$ cat src/rtl/ucsbece154_mem_pkg.sv
// Shared definitions for the two-port SDRAM read arbiter.
package ucsbece154_mem_pkg;

  // Arbiter FSM encoding.
  typedef enum logic [1:0] {
    IDLE  = 2'd0,
    ISSUE = 2'd1,
    XFER  = 2'd2,
    GAP   = 2'd3
  } arb_state_t;

  // Words per SDRAM burst unless the top is overridden.
  localparam int BLOCK_WORDS_DEFAULT = 4;

  // Requester indices as seen on Grant.
  localparam logic REQ_ICACHE = 1'b0;
  localparam logic REQ_DCACHE = 1'b1;

endpackage

$ cat src/rtl/ucsbece154_rr_picker.sv
// Two-way round-robin select: a lone requester wins outright, and on a tie
// the requester that was not served last wins.
module ucsbece154_rr_picker
  import ucsbece154_mem_pkg::*;
(
  input  logic [1:0] i_req,
  input  logic       i_rr_last,
  output logic       o_valid,
  output logic       o_sel
);

  // Pick the owner from the current request vector and last-served index.
  always_comb begin
    o_valid = |i_req;
    o_sel   = REQ_ICACHE;
    if (i_req == 2'b11) begin
      o_sel = ~i_rr_last;
    end else if (i_req[1]) begin
      o_sel = REQ_DCACHE;
    end
  end

endmodule

$ cat src/rtl/ucsbece154_mem_arbiter.sv
// Shares the SDRAM-controller read port between the icache (port 0) and the
// dcache refill path (port 1). One block burst per grant, round-robin order.
//
// state | meaning
// IDLE  | waiting for a request; owner and address are latched on exit
// ISSUE | one cycle; raises MemReadRequest for the owner
// XFER  | counting MemDataReady beats, routing them to the owner
// GAP   | one-cycle turnaround with MemReadRequest low before re-arbitrating
module ucsbece154_mem_arbiter
  import ucsbece154_mem_pkg::*;
#(
  parameter int BLOCK_WORDS = BLOCK_WORDS_DEFAULT,
  parameter int NUM_REQ     = 2
) (
  input  logic                       Clk,
  input  logic                       Reset,
  input  logic                       Req0,
  input  logic [31:0]                Addr0,
  input  logic                       Req1,
  input  logic [31:0]                Addr1,
  output logic [31:0]                Data0,
  output logic                       DataReady0,
  output logic                       Done0,
  output logic [31:0]                Data1,
  output logic                       DataReady1,
  output logic                       Done1,
  output logic [$clog2(NUM_REQ)-1:0] Grant,
  output logic                       Busy,
  output logic [31:0]                MemReadAddress,
  output logic                       MemReadRequest,
  input  logic [31:0]                MemDataIn,
  input  logic                       MemDataReady
);

  localparam int CNT_W = $clog2(BLOCK_WORDS);
  localparam logic [CNT_W-1:0] LAST_WORD = CNT_W'(BLOCK_WORDS - 1);

  arb_state_t r_state;
  arb_state_t w_state_next;

  logic [$clog2(NUM_REQ)-1:0] r_grant;
  logic [31:0]                r_addr;
  logic                       r_mem_req;
  logic                       r_busy;
  logic                       r_done0;
  logic                       r_done1;
  logic                       r_rr_last;
  logic [CNT_W-1:0]           r_word_cnt;

  logic w_pick_valid;
  logic w_pick_sel;
  logic w_load;
  logic w_beat;
  logic w_last;

  ucsbece154_rr_picker u_picker (
    .i_req     ({Req1, Req0}),
    .i_rr_last (r_rr_last),
    .o_valid   (w_pick_valid),
    .o_sel     (w_pick_sel)
  );

  // Beats only count while a burst is being transferred; strays are dropped.
  assign w_beat = MemDataReady && (r_state == XFER);

  // State register.
  always_ff @(posedge Clk) begin
    if (Reset) begin
      r_state <= IDLE;
    end else begin
      r_state <= w_state_next;
    end
  end

  // Next-state logic and the load/last strobes for the datapath.
  always_comb begin
    w_state_next = r_state;
    w_load       = 1'b0;
    w_last       = 1'b0;
    case (r_state)
      IDLE: begin
        if (w_pick_valid) begin
          w_load       = 1'b1;
          w_state_next = ISSUE;
        end
      end
      ISSUE: w_state_next = XFER;
      XFER: begin
        if (w_beat && (r_word_cnt == LAST_WORD)) begin
          w_last       = 1'b1;
          w_state_next = GAP;
        end
      end
      GAP:     w_state_next = IDLE;
      default: w_state_next = IDLE;
    endcase
  end

  // Grant/address latch, request line, beat counter, done pulses, rr history.
  always_ff @(posedge Clk) begin
    if (Reset) begin
      r_grant    <= '0;
      r_addr     <= '0;
      r_mem_req  <= 1'b0;
      r_busy     <= 1'b0;
      r_done0    <= 1'b0;
      r_done1    <= 1'b0;
      r_rr_last  <= 1'b1;
      r_word_cnt <= '0;
    end else begin
      r_done0 <= 1'b0;
      r_done1 <= 1'b0;
      if (w_load) begin
        r_grant <= w_pick_sel;
        r_addr  <= w_pick_sel ? Addr1 : Addr0;
        r_busy  <= 1'b1;
      end
      if (r_state == ISSUE) begin
        r_mem_req <= 1'b1;
      end
      if (w_beat) begin
        r_word_cnt <= r_word_cnt + CNT_W'(1);
      end
      if (w_last) begin
        r_mem_req  <= 1'b0;
        r_done0    <= (r_grant == REQ_ICACHE);
        r_done1    <= (r_grant == REQ_DCACHE);
        r_rr_last  <= r_grant;
        r_word_cnt <= '0;
      end
      if (r_state == GAP) begin
        r_busy <= 1'b0;
      end
    end
  end

  assign Data0          = MemDataIn;
  assign Data1          = MemDataIn;
  assign DataReady0     = w_beat && (r_grant == REQ_ICACHE);
  assign DataReady1     = w_beat && (r_grant == REQ_DCACHE);
  assign Done0          = r_done0;
  assign Done1          = r_done1;
  assign Grant          = r_grant;
  assign Busy           = r_busy;
  assign MemReadAddress = r_addr;
  assign MemReadRequest = r_mem_req;

endmodule
$ cat config.mk
export PLATFORM = sky130hd
export DESIGN_NAME = ucsbece154_mem_arbiter
export DESIGN_NICKNAME = d
export VERILOG_FILES = /design/src/rtl/ucsbece154_mem_pkg.sv /design/src/rtl/ucsbece154_rr_picker.sv /design/src/rtl/ucsbece154_mem_arbiter.sv
export SDC_FILE = /design/constraint.sdc
export NUM_CORES = 1
export LEC_CHECK = 0
export ABC_AREA = 1
export BUFFER_PORTS_ARGS = -buffer_cell sky130_fd_sc_hd__buf_4
export CAP_MARGIN = 40
export CORE_UTILIZATION = 40
export DETAILED_ROUTE_END_ITERATION = 10
export PLACE_DENSITY = 0.8
export SLEW_MARGIN = 10
export SYNTH_ARGS = -nofsm -noshare
export SYNTH_HDL_FRONTEND = slang
export SYNTH_SLANG_ARGS = --single-unit
$ cat constraint.sdc
create_clock -name Clk -period 1.9 [get_ports Clk]
set_clock_uncertainty 0.05 [all_clocks]
set_input_delay 0.285 -clock Clk [delete_from_list [all_inputs] [get_ports Clk]]
set_output_delay 0.285 -clock Clk [all_outputs]
set_load 0.02 [all_outputs]
==> run_results.csv <==
group,metric,value,unit
worst_setup_path,critPathTopFamily,"flip-flops",
place,placed_cells,499,
pwr,worst_ir_drop_vdd,0.569,mV
floorplan,die_x,81.9,µm
place,globalplace.congestion,0.700,
pwr,power.density,1240,nW/µm²
worst_setup_path,cp_slowest_cell,"dfxtp_1",
worst_setup_path,critPathMaxFanout,5,
place,dpl.hpwl,3940,µm
timing,tightestPinTransition,0.354,ns
synthesis,ys_ff_latch,42,
worst_setup_path,worstReg2RegStart,"r_state[0]$_SDFFE_PP0P_",
global_route,gr-usage-met3,4.33,%
floorplan,die-area,6710,µm²
clocking,cts_sinks,42,
synthesis,yosysWarnings,0,
clocking,cts_inserted_buffers,5,
pwr,p_leak,1.68,nW
detailed_routing,drt.antenna.violating_nets,0,
detailed_routing,drc,0,
floorplan,initial_core_util,42.4,%
timing,setup_viol,0,
timing,fin_crit_sh,93.1,%
worst_setup_path,critPathArrivalTime,1.43,ns
layout,drive_gt1_share,28.5,%
clocking,h-tree-depth,2,
layout,layout.nets,537,
global_route,grtUsageMet2,28.6,%
synthesis,synth_area_leaders,"dfxtp_1, buf_4, nor2_1, nand2_1, inv_1",
synthesis,synth.top_cell.area_share,32.9,%
pwr,p_seq_share,35.5,%
detailed_routing,detail_route.iter0.violations,45,
pwr,clkPwrFrac,18.2,%
global_route,grtUsageMet1,17.0,%
synthesis,synthesis.area,2560,µm²
worst_setup_path,crit_buf_inv,2,
job,max_cap_viol_count,0,
global_route,grt_usage,15.9,%
worst_setup_path,worstSetupPathType,"reg2out",
timing,hold_ws,0.129,ns
clocking,cts_resized,0,
clocking,cts_tree,"done",
detailed_routing,wirelength,5290,µm
timing,hold_viol_final,0,
detailed_routing,first_pass_iters,4,
detailed_routing,post_drt_wl_per_cell,10.4,µm
layout,seq_area,841,µm²
pwr,power,0.00374,W
synthesis,syn-num-nets,497,
place,io_buffers,107,
global_route,top_usage_layer,"met2",
timing,fmax,565,MHz
floorplan,die_h,81.9,µm
global_route,antenna_found_initial,0,
synthesis,synthCells,391,
detailed_routing,vias,2246,
timing,min_period,1.77,ns
detailed_routing,via_per_inst,4.43,
hold_path,hold_start,"Reset",
worst_setup_path,max_stage_delay,0.33,ns
worst_setup_path,crit_start,"r_state[0]$_SDFFE_PP0P_",
floorplan,ios,204,
synthesis,yosysTopAreaCell,"dfxtp_1",
layout,syn_to_final_growth,18.0,%
layout,final_util,50.1,%
synthesis,synth.yosys.seq_area_share,32.9,%
layout,n_fill_cell,606,
pwr,p_comb_share,46.3,%
synthesis,syn_avg_cell_area,6.54,µm²
pwr,intPower,0.00228,W
synthesis,synth_cell_types,19,
timing,relSlewSlack,76.4,%
worst_setup_path,start_kind,"flop",
worst_setup_path,worstSetupEndpointType,"output pin",
timing,rsz0062_at_grt,"false",
global_route,grt_remaining_overflow,0,
outcome,status,"finished, final reports clean",
worst_setup_path,required,1.56,ns
worst_setup_path,path_cells,"inv_1 -> ha_1 -> nand2_1 -> nor2_1 -> buf_4",
hold_path,hold_path.class,"in2reg",
pwr,p_sw_share,39.1,%
layout,antennaDiodeCount,0,
layout,multi_input_area,985,µm²
global_route,grt_pass1_wl,8290,µm
timing,slew_viol_final,0,
timing,setup_tns,0,ns
clocking,cts_setup_buffers,0,
clocking,hold_buffers,0,
pwr,p_switching,0.00146,W
floorplan,fp-row-count,28,
global_route,grt_start_max_net_pins,39,
clocking,cts_buffer_depth,2,
clocking,clock_latency,0.29,ns
floorplan,coreArea,6030,µm²
clocking,cts-root-buf,"clkbuf_8",
clocking,clk_pin_slew,0.08,ns
layout,fin_cells,507,
global_route,grt_pass1_vias,2013,
## synthesized netlist by cell type
library cell	n
nor2_1	105
nand2_1	72
buf_4	64
dfxtp_1	42
inv_1	37
o21ai_1	23
o21ai_0	12
buf_2	6
buf_6	6
ha_1	5
a21oi_1	4
nand3_1	4
clkbuf_1	3
nor2_2	2
nor3_1	2
buf_1	1
inv_2	1
nand2_2	1
xor2_1	1
## layout by cell type (no fill, tap or decap), drive strengths merged
master and count:
a21oi 4, dfxtp 42, nand3 4, ha 5, o21ai 35, nor2 107, xor2 1, inv 38
nand2 73, nor3 2, buf 113, clkbuf 7, bufinv 1
## metal layers
| layer | wire length [µm] | part of all wire, % | vias to the layer above |
|---|---|---|---|
| met5 | 0 | 0 | - |
| met2 | 2580 | 49 | 81 |
| li1 | - | - | 1188 |
| met4 | 73 | 1.4 | 0 |
| met3 | 436 | 8.2 | 11 |
| met1 | 2200 | 42 | 966 |
## power groups by stage
stage                     logic (W)  clock network (W)  registers [W]
after CTS                   0.00175           0.000705        0.00133
after detailed placement    0.00175                  0        0.00134
after global placement      0.00171                  0        0.00134
after floorplan             0.00106                  0        0.00164
final                       0.00173           0.000680        0.00133
after global routing        0.00193           0.000745        0.00136
## logic make-up (layout without fill, tap and decap cells)
logic type	after synthesis	after routing	synth area share (%)
AO/OA/AOI/OAI	39	39	7.64
XOR/XNOR	1	1	0.343
AND/OR/NAND/NOR	186	186	27.9
adder cells (fa/ha/maj)	5	5	2.45
flip-flops	42	42	32.9
buffers and inverters	118	159	28.8
## registers in the layout, indices dropped and copies added, names as in the netlist
name / cells
r_rr_last: 1
MemReadRequest: 1
Done1: 1
Busy: 1
Grant: 1
r_word_cnt: 2
Done0: 1
MemReadAddress: 32
r_state: 2
## stage by stage
stage	instance area (µm²)	setup slack, ns
2_1_floorplan	2560	0.546
3_3_place_gp	2910	0.387
3_5_place_dp	2910	0.306
4_1_cts	3020	0.140
5_1_grt	3020	0.0454
6_report	3020	0.131
## final timing paths
path | end | slack (ns) | depth (start not counted)
min | Grant$_SDFFE_PP0P_ | 0.13 | 2
max reg2reg | MemReadAddress[31]$_SDFFE_PP0P_ | 0.28 | 8
min reg2reg | r_word_cnt[1]$_SDFFE_PP0N_ | 0.44 | 2
max | DataReady1 | 0.13 | 5
## area by class of cell
type | count | area share, %
flip-flops and latches | 42 | 27.9
inverters | 38 | 4.73
repair buffers | 113 | 28.1
clock buffers | 7 | 2.53
well taps | 75 | 3.11
multi-input cells | 231 | 32.6
clock inverters | 1 | 0.995
(Power assumes the default switching activity.)
